File: src/rtl/mac_sched_pkg.sv
// Shared types and constants for the MAC scheduler.
package mac_sched_pkg;
  localparam int OP_W      = 8;
  localparam int DEF_ACC_W = 64;
  localparam int DEF_LEN_W = 8;

  typedef enum logic [2:0] {IDLE, CLR, RUN, DRAIN, CAPT} state_e;

  function automatic int idx_w(input int n);
    return (n > 1) ? $clog2(n) : 1;
  endfunction
endpackage

File: src/rtl/mac_sched_if.sv
// Requester / MAC / result bundle for mac_sched. err exists only with MAC_SCHED_TIMEOUT_EN.
interface mac_sched_if import mac_sched_pkg::*; #(
  parameter int NUM_REQ = 2,
  parameter int LEN_W   = DEF_LEN_W,
  parameter int ACC_W   = DEF_ACC_W
);
  localparam int ID_W = idx_w(NUM_REQ);

  logic [NUM_REQ-1:0]            req;
  logic [NUM_REQ-1:0][LEN_W-1:0] len;
  logic [NUM_REQ-1:0]            gnt;
  logic [NUM_REQ-1:0]            vld;
  logic [NUM_REQ-1:0][OP_W-1:0]  a_in;
  logic [NUM_REQ-1:0][OP_W-1:0]  b_in;
  logic [NUM_REQ-1:0]            rdy;
  logic                          mac_clr;
  logic                          mac_en;
  logic [OP_W-1:0]               mac_A;
  logic [OP_W-1:0]               mac_B;
  logic [ACC_W-1:0]              mac_accum;
  logic                          done;
  logic [ID_W-1:0]               done_id;
  logic [ACC_W-1:0]              result;
`ifdef MAC_SCHED_TIMEOUT_EN
  logic                          err;
`endif

  modport master (
    input  req, len, vld, a_in, b_in, mac_accum,
    output gnt, rdy, mac_clr, mac_en, mac_A, mac_B, done, done_id, result
`ifdef MAC_SCHED_TIMEOUT_EN
    , output err
`endif
  );

  modport slave (
    output req, len, vld, a_in, b_in, mac_accum,
    input  gnt, rdy, mac_clr, mac_en, mac_A, mac_B, done, done_id, result
`ifdef MAC_SCHED_TIMEOUT_EN
    , input err
`endif
  );
endinterface

File: src/rtl/mac_sched_rr_arbiter.sv
// Combinational round-robin pick: first set req at or after ptr, wrapping.
module rr_arbiter #(
  parameter int NUM_REQ = 2,
  parameter int ID_W    = 1
) (
  input  logic [NUM_REQ-1:0] req,
  input  logic [ID_W-1:0]    ptr,
  output logic [NUM_REQ-1:0] gnt,
  output logic [ID_W-1:0]    idx,
  output logic               any
);
  always_comb begin
    gnt = '0;
    idx = '0;
    any = 1'b0;
    // Scan from the far end so the nearest hit to ptr is the one that sticks.
    for (int i = NUM_REQ - 1; i >= 0; i--) begin
      if (req[(int'(ptr) + i) % NUM_REQ]) begin
        gnt = '0;
        gnt[(int'(ptr) + i) % NUM_REQ] = 1'b1;
        idx = ID_W'((int'(ptr) + i) % NUM_REQ);
        any = 1'b1;
      end
    end
  end
endmodule

File: src/rtl/mac_sched.sv
// Round-robin job scheduler for one shared two-stage MAC (clear, len beats, drain, capture).
// Optional beat-stall abort with err output: define MAC_SCHED_TIMEOUT_EN.
module mac_sched import mac_sched_pkg::*; #(
  parameter int NUM_REQ = 2,
  parameter int LEN_W   = DEF_LEN_W,
  parameter int ACC_W   = DEF_ACC_W
`ifdef MAC_SCHED_TIMEOUT_EN
  , parameter int TO_CYC = 255
`endif
) (
  input  logic       clk,
  input  logic       rst_n,
  mac_sched_if.master bus
);
  localparam int ID_W = idx_w(NUM_REQ);

  state_e             state, state_nxt;
  logic [ID_W-1:0]    ptr, sel;
  logic [LEN_W-1:0]   cnt;
  logic [NUM_REQ-1:0] arb_gnt;
  logic [ID_W-1:0]    arb_idx;
  logic               arb_any;
  logic               beat;
  logic               abort;
  logic               arb_ok;

  rr_arbiter #(.NUM_REQ(NUM_REQ), .ID_W(ID_W)) u_arb (
    .req (bus.req),
    .ptr (ptr),
    .gnt (arb_gnt),
    .idx (arb_idx),
    .any (arb_any)
  );

  assign beat   = (state == RUN) && bus.vld[sel];
  // CAPT re-arbitrates directly so back-to-back jobs skip IDLE.
  assign arb_ok = ((state == IDLE) || (state == CAPT)) && arb_any;

`ifdef MAC_SCHED_TIMEOUT_EN
  localparam int ST_W = $clog2(TO_CYC + 1);
  logic [ST_W-1:0] stall;
  logic            aborted;

  assign abort = (state == RUN) && !beat && (stall == ST_W'(TO_CYC - 1));

  always_ff @(posedge clk or negedge rst_n) begin
    if (!rst_n) begin
      stall   <= '0;
      aborted <= 1'b0;
      bus.err <= 1'b0;
    end else begin
      stall   <= ((state != RUN) || beat) ? '0 : stall + 1'b1;
      if (state == CLR) aborted <= 1'b0;
      else if (abort)   aborted <= 1'b1;
      bus.err <= (state == CAPT) && aborted;
    end
  end
`else
  assign abort = 1'b0;
`endif

  always_ff @(posedge clk or negedge rst_n) begin
    if (!rst_n) state <= IDLE;
    else        state <= state_nxt;
  end

  always_comb begin
    state_nxt = state;
    case (state)
      IDLE:    if (arb_any) state_nxt = CLR;
      CLR:     state_nxt = (cnt != '0) ? RUN : CAPT;
      RUN:     if ((beat && cnt == LEN_W'(1)) || abort) state_nxt = DRAIN;
      DRAIN:   state_nxt = CAPT;
      CAPT:    state_nxt = arb_any ? CLR : IDLE;
      default: state_nxt = IDLE;
    endcase
  end

  // Operand mux is zeroed outside RUN to keep the MAC inputs quiet.
  always_comb begin
    bus.rdy = '0;
    if (state == RUN) bus.rdy[sel] = 1'b1;
    bus.mac_clr = (state == CLR);
    bus.mac_en  = beat;
    bus.mac_A   = (state == RUN) ? bus.a_in[sel] : '0;
    bus.mac_B   = (state == RUN) ? bus.b_in[sel] : '0;
  end

  always_ff @(posedge clk or negedge rst_n) begin
    if (!rst_n) begin
      ptr         <= '0;
      sel         <= '0;
      cnt         <= '0;
      bus.gnt     <= '0;
      bus.done    <= 1'b0;
      bus.done_id <= '0;
      bus.result  <= '0;
    end else begin
      bus.done <= (state == CAPT);
      if (state == CAPT) begin
        bus.result  <= bus.mac_accum;
        bus.done_id <= sel;
        bus.gnt     <= '0;
      end
      if (arb_ok) begin
        bus.gnt <= arb_gnt;
        sel     <= arb_idx;
        cnt     <= bus.len[arb_idx];
        ptr     <= (arb_idx == ID_W'(NUM_REQ - 1)) ? '0 : arb_idx + 1'b1;
      end
      if (beat) cnt <= cnt - 1'b1;
    end
  end
endmodule
File: src/flat_wrapper.sv
// flat-port wrapper written by rule: the top's interface ports become plain ports
module mac_sched_flat import mac_sched_pkg::*;
#(
  parameter int NUM_REQ = 2,
  parameter int LEN_W   = DEF_LEN_W,
  parameter int ACC_W   = DEF_ACC_W

)
  (clk, rst_n, bus_req, bus_len, bus_vld, bus_a_in, bus_b_in, bus_mac_accum, bus_gnt, bus_rdy, bus_mac_clr, bus_mac_en, bus_mac_A, bus_mac_B, bus_done, bus_done_id, bus_result);
  mac_sched_if #(.NUM_REQ(NUM_REQ), .LEN_W(LEN_W), .ACC_W(ACC_W)) bus_i ();
  input  logic clk;
  input  logic rst_n;
  input wire logic [$bits(bus_i.req)-1:0] bus_req;
  input wire logic [$bits(bus_i.len)-1:0] bus_len;
  input wire logic [$bits(bus_i.vld)-1:0] bus_vld;
  input wire logic [$bits(bus_i.a_in)-1:0] bus_a_in;
  input wire logic [$bits(bus_i.b_in)-1:0] bus_b_in;
  input wire logic [$bits(bus_i.mac_accum)-1:0] bus_mac_accum;
  output wire logic [$bits(bus_i.gnt)-1:0] bus_gnt;
  output wire logic [$bits(bus_i.rdy)-1:0] bus_rdy;
  output wire logic [$bits(bus_i.mac_clr)-1:0] bus_mac_clr;
  output wire logic [$bits(bus_i.mac_en)-1:0] bus_mac_en;
  output wire logic [$bits(bus_i.mac_A)-1:0] bus_mac_A;
  output wire logic [$bits(bus_i.mac_B)-1:0] bus_mac_B;
  output wire logic [$bits(bus_i.done)-1:0] bus_done;
  output wire logic [$bits(bus_i.done_id)-1:0] bus_done_id;
  output wire logic [$bits(bus_i.result)-1:0] bus_result;
  assign bus_i.req = bus_req;
  assign bus_i.len = bus_len;
  assign bus_i.vld = bus_vld;
  assign bus_i.a_in = bus_a_in;
  assign bus_i.b_in = bus_b_in;
  assign bus_i.mac_accum = bus_mac_accum;
  assign bus_gnt = bus_i.gnt;
  assign bus_rdy = bus_i.rdy;
  assign bus_mac_clr = bus_i.mac_clr;
  assign bus_mac_en = bus_i.mac_en;
  assign bus_mac_A = bus_i.mac_A;
  assign bus_mac_B = bus_i.mac_B;
  assign bus_done = bus_i.done;
  assign bus_done_id = bus_i.done_id;
  assign bus_result = bus_i.result;
  mac_sched #(.NUM_REQ(NUM_REQ), .LEN_W(LEN_W), .ACC_W(ACC_W)) u_core (.clk(clk), .rst_n(rst_n), .bus(bus_i));
endmodule
File: config.mk
export PLATFORM = sky130hd
export DESIGN_NAME = mac_sched_flat
export DESIGN_NICKNAME = d
export VERILOG_FILES = /design/src/rtl/mac_sched_pkg.sv /design/src/rtl/mac_sched_if.sv /design/src/rtl/mac_sched_rr_arbiter.sv /design/src/rtl/mac_sched.sv /design/src/flat_wrapper.sv
export SDC_FILE = /design/constraint.sdc
export NUM_CORES = 1
export LEC_CHECK = 0
export CAP_MARGIN = 30
export CORE_MARGIN = 4
export CORE_UTILIZATION = 39
export CTS_BUF_LIST = sky130_fd_sc_hd__clkbuf_4
export DETAILED_ROUTE_END_ITERATION = 8
export PLACE_DENSITY = 0.81
export SYNTH_ARGS = -nofsm -noshare
export SYNTH_HDL_FRONTEND = slang
export SYNTH_SLANG_ARGS = --single-unit
File: constraint.sdc
create_clock -name clk -period 2.2 [get_ports clk]
set_clock_uncertainty 0.2 [all_clocks]
set_input_delay 0.33 -clock clk [delete_from_list [all_inputs] [get_ports clk]]
set_output_delay 0.33 -clock clk [all_outputs]
set_load 0.1 [all_outputs]
[Word-level counts from Yosys, hierarchy flattened]
Index checks and enable logic that the tools add are counted.
Storage, ports and cells
  flip-flop bits (word level): 81
  input bits: 118
  output and inout bits: 88
Cells by class
  add/sub/neg operators: 3
  magnitude comparators: 7
  equal/unequal tests: 7
  muxes and demuxes: 38
  bitwise gates (word level): 1
  reduce and logical (&&, ||, !) cells: 12
Operators with widths (number)
  8-bit two-way mux: 10
  1-bit two-way mux: 16
  3-bit case mux with 5 select lines: 1
  2-bit two-way mux: 5
  3-bit two-way mux: 3
  8-bit by 1-bit == test with 1-bit output (second input constant): 1
  8-bit nonzero test: 1
  8-bit by 1-bit subtractor with 8-bit output (second input constant): 1
  3-bit by 2-bit == test with 1-bit output (second input constant): 2
  1-bit logical AND: 6
  1-bit by 2-bit less-than comparator with 1-bit output (second input constant): 3
  2-bit nonzero test: 2
  1-bit demux with 1-bit select: 3
  3-bit by 1-bit == test with 1-bit output (second input constant): 1
  3-bit == test (second input constant): 1
  3-bit logical NOT: 1
  2-bit by 3-bit less-than comparator with 1-bit output (second input constant): 1
  1-bit adder (second input constant): 2
  1-bit >= comparator (second input constant): 2
  2-bit by 1-bit >= comparator with 1-bit output (second input constant): 1
  2-bit by 1-bit != test with 1-bit output (second input constant): 1
  2-bit != test (second input constant): 1
  2-bit AND reduction: 1
  1-bit AND (first input constant): 1
  1-bit logical OR: 1

[Logic depth before layout (Yosys ltp)]
  word-level depth: 11
  gate-level depth with buffers: 7

[Hierarchy]
A second synthesis with hierarchy kept.
Second synthesis, totals
  cells, all modules: 269
  area, all modules: 3553.4 um^2
Modules (own cells, without submodules)
  mac_sched: times used 1, cells each 264, area each 3520.9 um^2, sequential area each 2026.9 um^2
  rr_arbiter: times used 1, cells each 5, area each 32.5 um^2, sequential area each 0.0 um^2

[Worst setup path after synthesis]
OpenSTA, ideal clock, no wires.
  kind: register to output
  from: register u_core.state[2]
  to: output bus_mac_A[0]
  data arrival time: 2.493 ns
  path slack: -0.823 ns
  stages on the path, launching flop included: 5
  path buffers: 2
  path through: dfrtp_1 -> or3b_4 -> clkbuf_1 -> clkbuf_1 -> nor2_1
On the way
  cells in the longest elaborated chain, start to end: 2
RTL lines
  start, declared: line mac_sched.sv:17  | state_e state, state_nxt;
  start signal, assigned: line mac_sched.sv:64  | else state <= state_nxt;
  3-bit by 2-bit == test with 1-bit output: line mac_sched.sv:85  | bus.mac_A = (state == RUN) ? bus.a_in[sel] : '0;
  8-bit two-way mux: line mac_sched.sv:85
  end, declared: line flat_wrapper.sv:23  | output wire logic [$bits(bus_i.mac_A)-1:0] bus_mac_A;
No other way between the ends.

[Worst setup path in the final report]
  from: register u_core.state[2]
  to: output bus_rdy[0]
On the way
  cells in the longest elaborated chain, start to end: 2
RTL lines
  3-bit by 2-bit == test with 1-bit output: line mac_sched.sv:82  | if (state == RUN) bus.rdy[sel] = 1'b1;
  2-bit two-way mux: line mac_sched.sv:82
  end, declared: line flat_wrapper.sv:20  | output wire logic [$bits(bus_i.rdy)-1:0] bus_rdy;
No other way between the ends.

==> impl_metrics.tcl <==
set metrics [dict create \
    ios 206 \
    final_util 0.715 \
    ys_seq_area_frac 0.563 \
    fill_cells 671 \
    setup_viol 18 \
    place_congestion 0.843 \
    wire_per_inst_um 16.3 \
    most-common-layout-cells "nand2_1, clkdlybuf4s50_1, buf_4" \
    n_antenna_cell 0 \
    fin_crit_sh 1.05 \
    grt_pass1_wl_mm 19.2 \
    wl_met3_um 894 \
    clock_path_buffers 2 \
    synth_cell_types 39 \
    insertion_delay_ns 0.40 \
    worstPathArrival_ns 1.78 \
    die_area_um2 10800 \
    setup_ws_ns -0.105 \
    min_period_ns 2.31 \
    netlist_instances 406 \
    rsz0062_at_grt "true" \
    slew_headroom 0.619 \
    via_count 3639 \
    drtIter0Drc 88 \
    drt_wl_total_mm 12.1 \
    num_rows 34 \
    outcome "finished, violations left" \
    h-tree-depth 3 \
    grt_pass1_vias 3712 \
    grtUsageTotal 0.217 \
    clkTransAtPathRegs_ns 0.14 \
    cts_tree "done" \
    coreArea_um2 8850 \
    numCtsBuffers 9 \
    violations "setup timing" \
    hpwl_mm 9.22 \
    worstPathRequired_ns 1.67 \
    hold_path_depth 3 \
    drc 0 \
    syn2layout_area_growth_pct 75.7 \
    highest_layer "met4" \
    die_h_um 104 \
    final_nets 749 \
    wl_met2_mm 6.23 \
    io_buffers 205 \
    final_antenna_net_count 0 \
    first_pass_iters 4 \
    antenna_found_initial 0 \
    hp-class "input pin to flip-flop" \
    crit_fanout 9 \
    fmax_ghz 0.434 \
    yosys_warnings 0 \
    syn_nets 527 \
    drive_gt1_frac 0.250 \
    ys.flop_type "dfrtp_1" \
    worstSetupStartpointType "flip-flop" \
    grt_overflow 0 \
    hold_viol 0 \
    worst_pin_slew_ns 0.572 \
    grt_max_degree 44 \
    cp-end-kind "output port" \
    drv_slew 0 \
    synth-async-reset-ratio 1.00 \
    vias_per_cell 4.91 \
    die_w_um 104 \
    initial_utilization 0.407 \
    crit_type "flip-flop to output port" \
    clock_sinks 81 \
    synth-edff-count 0 \
    postSynthAreaPerCell_um2 8.87 \
    met1Wirelength_mm 4.72 \
    synth_seq_cells 81 \
    syn_area_um2 3600 \
    worstRegToRegCells 6 \
    clockRootBuffer "clkbuf_4" \
    drv_cap 0 \
    final_common_cell "nand2_1" \
]
[per-stage QoR]
step                setup slack [ns]  TNS, ns  area [um^2]  hold WS, ns  cells
floorplan                     -0.131    -1.03         3740       -0.166    406
global placement               0.111        0         5980        0.161    712
detailed placement            0.0761        0         5980        0.164    712
CTS                           -0.134    -2.13         6270        0.197    738
global route                  -0.187    -3.15         6330        0.182    741
finish                        -0.105    -1.66         6330        0.224    741
[state kept, by name (all words and copies together), names as in the netlist]
signal and cells:
u_core.bus.done 1, u_core.bus.done_id 1, u_core.bus.gnt 2, u_core.bus.result 64
u_core.cnt 8, u_core.ptr 1, u_core.sel 1, u_core.state 3
[cells in the mapped netlist (2+ instances only)]
| cell | n | area share |
|---|---|---|
| nor3b_1 | 2 | 0.0042 |
| ha_1 | 3 | 0.010 |
| nor2_1 | 23 | 0.024 |
| nand2b_1 | 2 | 0.0035 |
| o211ai_1 | 2 | 0.0042 |
| dfrtp_1 | 81 | 0.56 |
| o221ai_1 | 2 | 0.0049 |
| or3_1 | 2 | 0.0035 |
| a21oi_1 | 5 | 0.0069 |
| mux2i_1 | 23 | 0.064 |
| a221oi_1 | 3 | 0.0073 |
| inv_1 | 6 | 0.0063 |
| nand3_1 | 5 | 0.0069 |
| buf_2 | 7 | 0.0097 |
| o21ai_0 | 6 | 0.0083 |
| nand2_1 | 196 | 0.20 |
| buf_1 | 2 | 0.0021 |
| mux2_2 | 2 | 0.0063 |
| clkbuf_1 | 10 | 0.010 |
| nor3_1 | 5 | 0.0069 |
[logic make-up (layout without fill, tap and decap cells)]
| group | count (synthesis) | count (layout) | share of synthesized area |
|---|---|---|---|
| AO/OA/AOI/OAI | 29 | 29 | 0.0587 |
| adder cells (fa/ha/maj) | 3 | 3 | 0.0104 |
| AND/OR/NAND/NOR | 243 | 243 | 0.270 |
| flip-flops | 81 | 81 | 0.563 |
| multiplexers | 25 | 25 | 0.0702 |
| buffers and inverters | 25 | 252 | 0.0285 |
[critical path: stages, from the launching register on]
cell and delay (ns):
dfrtp_1 0.41, or3b_4 0.47, buf_16 0.19, nor2_4 0.11, buf_12 0.18
[timing repair]
item,in CTS,in global routing
pin swaps,1,9
gates cloned,1,1
endpoints found under the setup margin,19,41
setup buffers,8,3
hold endpoints to repair,40,0
hold buffers,1,0
resized for setup,12,3
[cell type report]
class	instances	area [um^2]	share of cell area
inverters	6	26.3	0.00415
clock inverters	7	70.1	0.0111
multi-input cells	300	1650	0.260
flip-flops and latches	81	2030	0.320
repair buffers	230	2360	0.372
clock buffers	9	67.6	0.0107
well taps	108	135	0.0213
[metal layers]
layer | vias to the layer above | track usage
li1 | 1750 | -
met1 | 1711 | 0.245
met2 | 159 | 0.386
met3 | 19 | 0.0757
met4 | 0 | 0.0636
met5 | - | 0
[path summary, 6_finish.rpt]
check | endpoint | startpoint | slack [ns]
hold reg to reg | u_core.bus.result[56] | u_core.bus.result[56] | 0.29
setup reg to reg | u_core.cnt[6] | u_core.cnt[0] | 0.06
setup / recovery | bus_rdy[0] | u_core.state[2] | -0.11
hold / removal | u_core.bus.result[36] | bus_mac_accum[36] | 0.22
max in group asynchronous | u_core.bus.result[17] | rst_n | 0.95
min in group asynchronous | u_core.cnt[3] | rst_n | 0.26
Power is not shown: default switching activity piles up to over one toggle a cycle in this logic, so the estimate is an artifact.
